## src/rtl/regfile_sb_pkg.sv

```systemverilog
// Shared definitions for the register file with busy scoreboard.
// Holds the default geometry and the hard-wired zero register index, which are also
// used by decode and writeback.
package regfile_sb_pkg;

  localparam int unsigned DefXlen  = 32;
  localparam int unsigned DefNregs = 8;
  localparam int unsigned RegZero  = 0;

  // True when addr names the hard-wired zero register.
  function automatic logic is_zero_reg(input logic [31:0] addr);
    return addr == RegZero;
  endfunction

endpackage

```

## src/rtl/rf_scoreboard.sv

```systemverilog
// Per-register busy scoreboard.
// Ports:
//   clk_i, rst_ni      clock, async active-low reset
//   we_i, wa_i         writeback: clears busy[wa_i]
//   iss_valid_i,
//   iss_rd_i           issue of a multicycle op: sets busy[iss_rd_i]
//   busy_o             registered busy flags, bit 0 tied 0
module rf_scoreboard
  import regfile_sb_pkg::*;
#(
  parameter int unsigned NREGS = DefNregs,
  localparam int unsigned AW   = $clog2(NREGS)
) (
  input  logic             clk_i,
  input  logic             rst_ni,
  input  logic             we_i,
  input  logic [AW-1:0]    wa_i,
  input  logic             iss_valid_i,
  input  logic [AW-1:0]    iss_rd_i,
  output logic [NREGS-1:0] busy_o
);

  logic [NREGS-1:0] busy_d, busy_q;

  // Clear first, then set: an issue and a write to the same register leave it busy.
  always_comb begin
    busy_d = busy_q;
    if (we_i && !is_zero_reg(32'(wa_i))) busy_d[wa_i] = 1'b0;
    if (iss_valid_i && !is_zero_reg(32'(iss_rd_i))) busy_d[iss_rd_i] = 1'b1;
    busy_d[0] = 1'b0;
  end

  always_ff @(posedge clk_i or negedge rst_ni) begin
    if (!rst_ni) busy_q <= '0;
    else         busy_q <= busy_d;
  end

  assign busy_o = busy_q;

endmodule

```

## src/rtl/regfile_sb.sv

```systemverilog
// NREGS x XLEN register file, NRP read ports, one write port, with optional
// write->read bypass, optional registered read and a busy scoreboard.
// Ports:
//   clk_i, rst_ni         clock, async active-low reset
//   we_i, wa_i, wd_i      write port
//   ra_i                  read addresses, port p = ra_i[p*AW +: AW]
//   rd_o                  read data, port p = rd_o[p*XLEN +: XLEN]
//   rbusy_o               busy flag of the addressed register, per port
//   iss_valid_i, iss_rd_i issue of a multicycle op (marks iss_rd_i busy)
//   busy_vec_o            raw scoreboard state, bit 0 tied 0
module regfile_sb
  import regfile_sb_pkg::*;
#(
  parameter int unsigned XLEN     = DefXlen,
  parameter int unsigned NREGS    = DefNregs,
  parameter int unsigned NRP      = 2,
  parameter bit          BYPASS   = 1'b1,
  parameter bit          REG_READ = 1'b0,
  localparam int unsigned AW      = $clog2(NREGS)
) (
  input  logic              clk_i,
  input  logic              rst_ni,
  input  logic              we_i,
  input  logic [AW-1:0]     wa_i,
  input  logic [XLEN-1:0]   wd_i,
  input  logic [NRP*AW-1:0] ra_i,
  output logic [NRP*XLEN-1:0] rd_o,
  output logic [NRP-1:0]    rbusy_o,
  input  logic              iss_valid_i,
  input  logic [AW-1:0]     iss_rd_i,
  output logic [NREGS-1:0]  busy_vec_o
);

  logic [XLEN-1:0]  rf_q [NREGS];
  logic [NREGS-1:0] busy;

  always_ff @(posedge clk_i or negedge rst_ni) begin
    if (!rst_ni) begin
      for (int i = 0; i < NREGS; i++) rf_q[i] <= '0;
    end else if (we_i && !is_zero_reg(32'(wa_i))) begin
      rf_q[wa_i] <= wd_i;
    end
  end

  rf_scoreboard #(
    .NREGS (NREGS)
  ) u_scoreboard (
    .clk_i       (clk_i),
    .rst_ni      (rst_ni),
    .we_i        (we_i),
    .wa_i        (wa_i),
    .iss_valid_i (iss_valid_i),
    .iss_rd_i    (iss_rd_i),
    .busy_o      (busy)
  );

  assign busy_vec_o = busy;

  for (genvar p = 0; p < NRP; p++) begin : g_port
    logic [AW-1:0]   ra;
    logic [XLEN-1:0] v;
    logic            b;

    assign ra = ra_i[p*AW +: AW];

    always_comb begin
      v = rf_q[ra];
      b = busy[ra];
      if (BYPASS) begin
        if (we_i && wa_i == ra) v = wd_i;
        // Issue outranks write, matching the scoreboard's set-wins rule.
        if (iss_valid_i && iss_rd_i == ra) b = 1'b1;
        else if (we_i && wa_i == ra)       b = 1'b0;
      end
      // r0 must not pick up a bypassed write.
      if (is_zero_reg(32'(ra))) begin
        v = '0;
        b = 1'b0;
      end
    end

    if (REG_READ) begin : g_reg
      logic [XLEN-1:0] rd_q;
      logic            rbusy_q;

      always_ff @(posedge clk_i or negedge rst_ni) begin
        if (!rst_ni) begin
          rd_q    <= '0;
          rbusy_q <= 1'b0;
        end else begin
          rd_q    <= v;
          rbusy_q <= b;
        end
      end

      assign rd_o[p*XLEN +: XLEN] = rd_q;
      assign rbusy_o[p]           = rbusy_q;
    end else begin : g_comb
      assign rd_o[p*XLEN +: XLEN] = v;
      assign rbusy_o[p]           = b;
    end
  end

endmodule
```

## config.mk

```make
export PLATFORM = sky130hd
export DESIGN_NAME = regfile_sb
export DESIGN_NICKNAME = d
export VERILOG_FILES = /design/src/rtl/regfile_sb_pkg.sv /design/src/rtl/rf_scoreboard.sv /design/src/rtl/regfile_sb.sv
export SDC_FILE = /design/constraint.sdc
export NUM_CORES = 1
export LEC_CHECK = 0
export CORE_MARGIN = 4
export CORE_UTILIZATION = 25
export CTS_BUF_LIST = sky130_fd_sc_hd__clkbuf_8
export DETAILED_ROUTE_END_ITERATION = 8
export GPL_TIMING_DRIVEN = 1
export PLACE_DENSITY = 0.48
export SYNTH_ARGS = -nofsm -noshare
export SYNTH_HDL_FRONTEND = slang
export SYNTH_SLANG_ARGS = --single-unit
```

## constraint.sdc

```tcl
create_clock -name clk_i -period 2 [get_ports clk_i]
set_input_delay 0.4 -clock clk_i [delete_from_list [all_inputs] [get_ports clk_i]]
set_output_delay 0.4 -clock clk_i [all_outputs]
set_load 0.01 [all_outputs]
```

Yosys cells after proc, flatten, opt, wreduce, memory -nomap -nowiden
Index checks and enable logic that the tools add are counted.

Reductions and logical operators: 15. Muxes and demuxes: 29. Bitwise gates (word level): 6. Magnitude comparators: 10. $add $sub $neg: 0. Divide/modulo/power cells: 0. Multipliers: 0. Equal/unequal tests: 4. Shift operators: 0.

Operators with widths (number): $mux 32 (9); $bwmux 256 (1); $bmux 32 s3 (2); $demux 32 s3 (1); $lt 3x4->1 const B (4); $mux 8 (2); $eq 3x3->1 (4); $ge 4x4->1 const B (3); $logic_not 3->1 (4); $not 3->4 (3); $mux 1 (10); $logic_and 1x1->1 (9); $and 8x8->8 (1); $not 8->8 (1); $or 8x8->8 (1); $bmux 1 s3 (2); $demux 1 s3 (2); $ge 3x1->1 const B (2); $lt 4x1->1 const B (1); $logic_not 1->1 (2).

Register bits: 263. Output and inout port bits: 74. Word-level logic and storage cells: 73. Memory bits (writable): 0. Latch bits: 0. Memories: 0. ROM bits: 0. Input bits: 48.

Depth between registers and ports, before layout
Word-level depth: 9. Gate-level depth with buffers: 8.

Cells and area by module
From an unflattened synthesis, not the netlist that was laid out.

Cells, all modules: 1112. Area, all modules: 13291.5 um^2.

By module, submodules not included: regfile_sb (area an instance 12931.2 um^2, instances 1, cells each 1081, seq. area each 5605.4 um^2); rf_scoreboard (area an instance 360.3 um^2, instances 1, cells each 31, seq. area each 175.2 um^2).

Worst setup path before layout
OpenSTA, ideal clock, no wires.

Path kind: in2out. Start point: input port ra_i[2]. End point: output port rbusy_o[0]. Data required time: 1.600 ns. Buffers on the path: 4. Cell stages on the path: 7. Arrival: 1.594 ns. Slack: 0.006 ns. Cell sequence: buf_4 > or3_1 > and2_1 > buf_6 > buf_6 > a32o_1 > buf_4.

Cells in the longest elaborated chain, start to end: 5. Elaborated cells between the ends (all ways): 10. Classes of those cells: eq/ne (2); mux (5); reduce/logical (3).

Ends and longest elaborated chain: from (decl) (line regfile_sb.sv:26) `input logic [NRP*AW-1:0] ra_i,`; $bmux 1 s3 / $eq 3x3->1 (equally long branches) (line regfile_sb.sv:68, regfile_sb.sv:73); $mux 1 (implied by the code) / $logic_and 1x1->1 (equally long branches) (line regfile_sb.sv:68, regfile_sb.sv:73); $mux 1 (line regfile_sb.sv:73) `else if (we_i && wa_i == ra) b = 1'b0;`; $mux 1 (line regfile_sb.sv:72) `if (iss_valid_i && iss_rd_i == ra) b = 1'b1;`; $mux 1 * (line regfile_sb.sv:76) `if (is_zero_reg(32'(ra))) begin`; to (decl) (line regfile_sb.sv:28) `output logic [NRP-1:0] rbusy_o,`.

Mark *: on every way between the ends. The rest lies on a longest branch, timed or not. The select of a mux whose other input is x is not followed.

Final worst setup path
Start point: register u_scoreboard.busy_q[6], in the netlist u_scoreboard.busy_o[6]. End point: output port rbusy_o[1].

Cells in the longest elaborated chain, start to end: 5.

Ends and longest elaborated chain: from (decl) (line rf_scoreboard.sv:23) `logic [NREGS-1:0] busy_d, busy_q;`; from (signal assigned) (line rf_scoreboard.sv:35) `else busy_q <= busy_d;`; $bmux 1 s3 (line regfile_sb.sv:68) `b = busy[ra];`; $mux 1 (implied by the code) (line regfile_sb.sv:68); $mux 1 (line regfile_sb.sv:73); $mux 1 (line regfile_sb.sv:72); $mux 1 (line regfile_sb.sv:76).

No other way between the ends. The select of a mux whose other input is x is not followed.

==> run_results.csv <==
group,metric,value,unit
pwr,switching_power,0.005424,W
pwr,power_frac_comb,32.3,%
clock_network,clockRootBuffer,"clkbuf_8",
worst_setup_path,required,1.60,ns
clock_network,h-tree-depth,2,
drt,finalWirelength,53680,um
global_routing,antenna_found_initial,0,
logic_synthesis,syn-cell-area,12980,sq um
drt,firstDrtPassIters,5,
place,port-buffer-count,120,
pwr,switching_share,32.67,%
logic_synthesis,syn_nets,1163,
hold_path,hold_path_class,"input port to async pin",
drt,antenna_left,0,
final_layout,seqCellArea,5783,sq um
final_layout,nets,1486,
outcome,status,"finished, violations left",
pwr,vdd_drop_max,0.3978,mV
logic_synthesis,synth_warnings,0,
place,pre_cts_slack,-1.160,ns
timing,finalHoldViolations,0,
clock_network,clk_latency,0.59,ns
floorplanning,core,51410,sq um
logic_synthesis,netlist-cell-type-count,48,
global_routing,globalRouteTotalUtil,18.53,%
worst_setup_path,ff2ff_setup_slack,1.07,ns
global_routing,grt_pass1_vias,12013,
timing,worst_hold_slack,0.3241,ns
timing,setup-violations-final,66,
timing,period_share,124.3,%
final_layout,syn_to_final_growth,50.75,%
pwr,leakage,8.374,nW
worst_setup_path,startpoint_type,"flop",
pwr,seqPwrFrac,40.2,%
timing,setup_ws,-0.4870,ns
logic_synthesis,yosys-top-cells-area,"dfrtp_1, mux2_2, a32o_1",
floorplanning,die_x,235.9,um
drt,drtIter0Drc,857,
logic_synthesis,async_reset_ff_share,100.0,%
global_routing,grt_start_max_net_pins,54,
worst_setup_path,crit_chain,"buf_4 > mux4_2 > nand2_1 > o21ai_1 > a32o_2 > buf_6",
final_layout,fill_cells,4968,
floorplanning,ios,122,
clock_network,clkTransAtPathRegs,0.06,ns
final_layout,antennaDiodeCount,0,
pwr,power.total,0.01660,W
timing,slew_violations,0,
drt,drt-vias-per-instance,5.286,
final_layout,drive_above_1_share,55.24,%
pwr,p_clk_share,27.6,%
timing,max_freq,402.1,MHz
drt,vias,11364,
worst_setup_path,cp-end-kind,"primary output",
final_layout,layout.cells.most_common,"dfrtp_1",
logic_synthesis,postSynthCellCount,1115,
logic_synthesis,ys_seq_elements,231,
place,place_congestion,0.7947,
floorplanning,start_util,25.26,%
logic_synthesis,ys.flop_type,"dfrtp_1",
worst_setup_path,r2r-end,"rf_q[35]$_DFFE_PN0P_",
logic_synthesis,synth.largest_area_cell,"dfrtp_1",
outcome,violations,"setup timing",
drt,routedWlPerCell,24.97,um
timing,tns,-12.29,ns
final_layout,multi_input_area,7690,sq um
timing,period_minus_slack,2.487,ns
worst_setup_path,rr_worst_depth,2,
worst_setup_path,critPathMaxStageDelay,0.45,ns
worst_setup_path,critical_path_class,"flop to primary output",
timing,worst_pin_slew,0.5192,ns
clock_network,clkSinkCount,231,
global_routing,grt_pass1_wl,79200,um
logic_synthesis,synth_edf_count,0,
timing,grt_setup_unrepaired,"true",
floorplanning,dieArea,55640,sq um
clock_network,cts_max_path_buffers,3,
flow_run,max_cap_viol_count,0,
floorplanning,fp.dieH,235.9,um
logic_synthesis,synth_top_area_share,44.52,%
place,dpl.hpwl,33080,um
logic_synthesis,syn_area_per_cell,11.64,sq um
timing,clock_skew,0,ns
worst_setup_path,critPathArrivalTime,2.09,ns
pwr,p_per_area,848.2,nW/um^2
clock_network,cts-buffers-inserted,45,
worst_setup_path,reg2reg_from,"rf_q[35]$_DFFE_PN0P_",
global_routing,grt.overflow.total,0,
worst_setup_path,cpMaxStageDelayCell,"mux4_2",
logic_synthesis,ys_seq_area_share,44.52,%
worst_setup_path,worstPathMaxFanout,3,
floorplanning,fp-row-count,83,
final_layout,final_cell_mix,"dfrtp_1, mux2_2, buf_4",
drt,route.detailed.drc,0,
pwr,p_int,0.01118,W
timing,maxSlewHeadroom,65.39,%
clock_network,cts_tree,"done",
synth_stat cells (5+ instances only):
library cell	instances
xnor2_1	9
a211oi_1	5
buf_2	47
mux2_2	222
buf_6	15
buf_4	25
and2_1	9
or3_1	5
nand2b_1	8
a22oi_1	25
o21bai_1	57
a32o_1	64
a21oi_1	33
o21ai_0	14
nor3_1	9
nand2_1	15
o22ai_1	94
dfrtp_1	231
clkbuf_1	24
nor2_1	64
mux2i_1	64
o32ai_1	32
state kept, by name, indices dropped and copies added, names as in the netlist:
name and cells:
rf_q 224, u_scoreboard.busy_o 7
metrics by stage:
step	area, sq um	util (%)	instances
2_1_floorplan	12980	-	1115
3_3_place_gp	16440	31.98	1990
3_5_place_dp	16440	31.98	1990
4_1_cts	18980	36.93	2136
5_1_grt	19570	38.07	2150
6_report	19570	38.07	2150
critical path: cells and delay by family, from the launching register on:
kind / cells / cell delay [ns]
compound gates: 2 / 0.29
buf+inv: 2 / 0.27
flops: 1 / 0.38
mux: 1 / 0.45
simple gates: 1 / 0.07
cell families after synthesis:
kind of cell,after synthesis,share of synthesized area (%)
xor+xnor,10,0.7325
buf+inv,117,5.425
other cells,1,0.02888
compound gates,334,19.23
simple gates,130,5.088
flops,231,44.52
mux,292,24.97
routing by layer:
layer	track usage [%]	vias up	wire length, um
li1	-	4999	-
met1	24.05	5867	23460
met2	30.38	381	25270
met3	3.402	117	2740
met4	7.866	0	2210
met5	0	-	0
worst max-delay path by stage:
stage / from / endpoint / slack, ns / depth (start not counted)
2_1_floorplan: ra_i[2] / rbusy_o[0] / 0.006 / 7
3_3_place_gp: wa_i[2] / rd_o[27] / -1.19 / 9
3_5_place_dp: wa_i[2] / rd_o[18] / -1.16 / 9
4_1_cts: u_scoreboard.busy_o[6]$_DFF_PN0_ / rbusy_o[1] / -0.54 / 6
5_1_grt: u_scoreboard.busy_o[6]$_DFF_PN0_ / rbusy_o[1] / -0.57 / 6
6_report: u_scoreboard.busy_o[6]$_DFF_PN0_ / rbusy_o[1] / -0.49 / 6
area by class of cell:
cell class	count	share of cell area (%)
well taps	680	4.347
inverters	4	0.07671
multi-input cells	767	39.29
repair buffers	389	22.36
clock buffers	53	3.727
flip-flops and latches	231	29.55
clock inverters	26	0.6584
power by group through the flow:
stage / Combinational [W] / Clock, W / Sequential (W)
2_1_floorplan: 0.00257 / 0 / 0.00636
3_3_place_gp: 0.00449 / 0 / 0.00654
3_5_place_dp: 0.00453 / 0 / 0.00657
4_1_cts: 0.00508 / 0.00472 / 0.00657
5_1_grt: 0.00572 / 0.00496 / 0.00678
6_report: 0.00535 / 0.00458 / 0.00667
what timing repair did:
| action | in CTS | in global routing |
|---|---|---|
| gates resized for setup | 557 | 96 |
| hold endpoints to repair | 41 | 0 |
| buffers inserted | 66 | 16 |
| pin swaps | 135 | 78 |
| endpoints found under the setup margin | 73 | 67 |
| gates cloned | 9 | 2 |
| hold buffers | 1 | 0 |
Note: power is estimated with default switching activity, not from simulation.
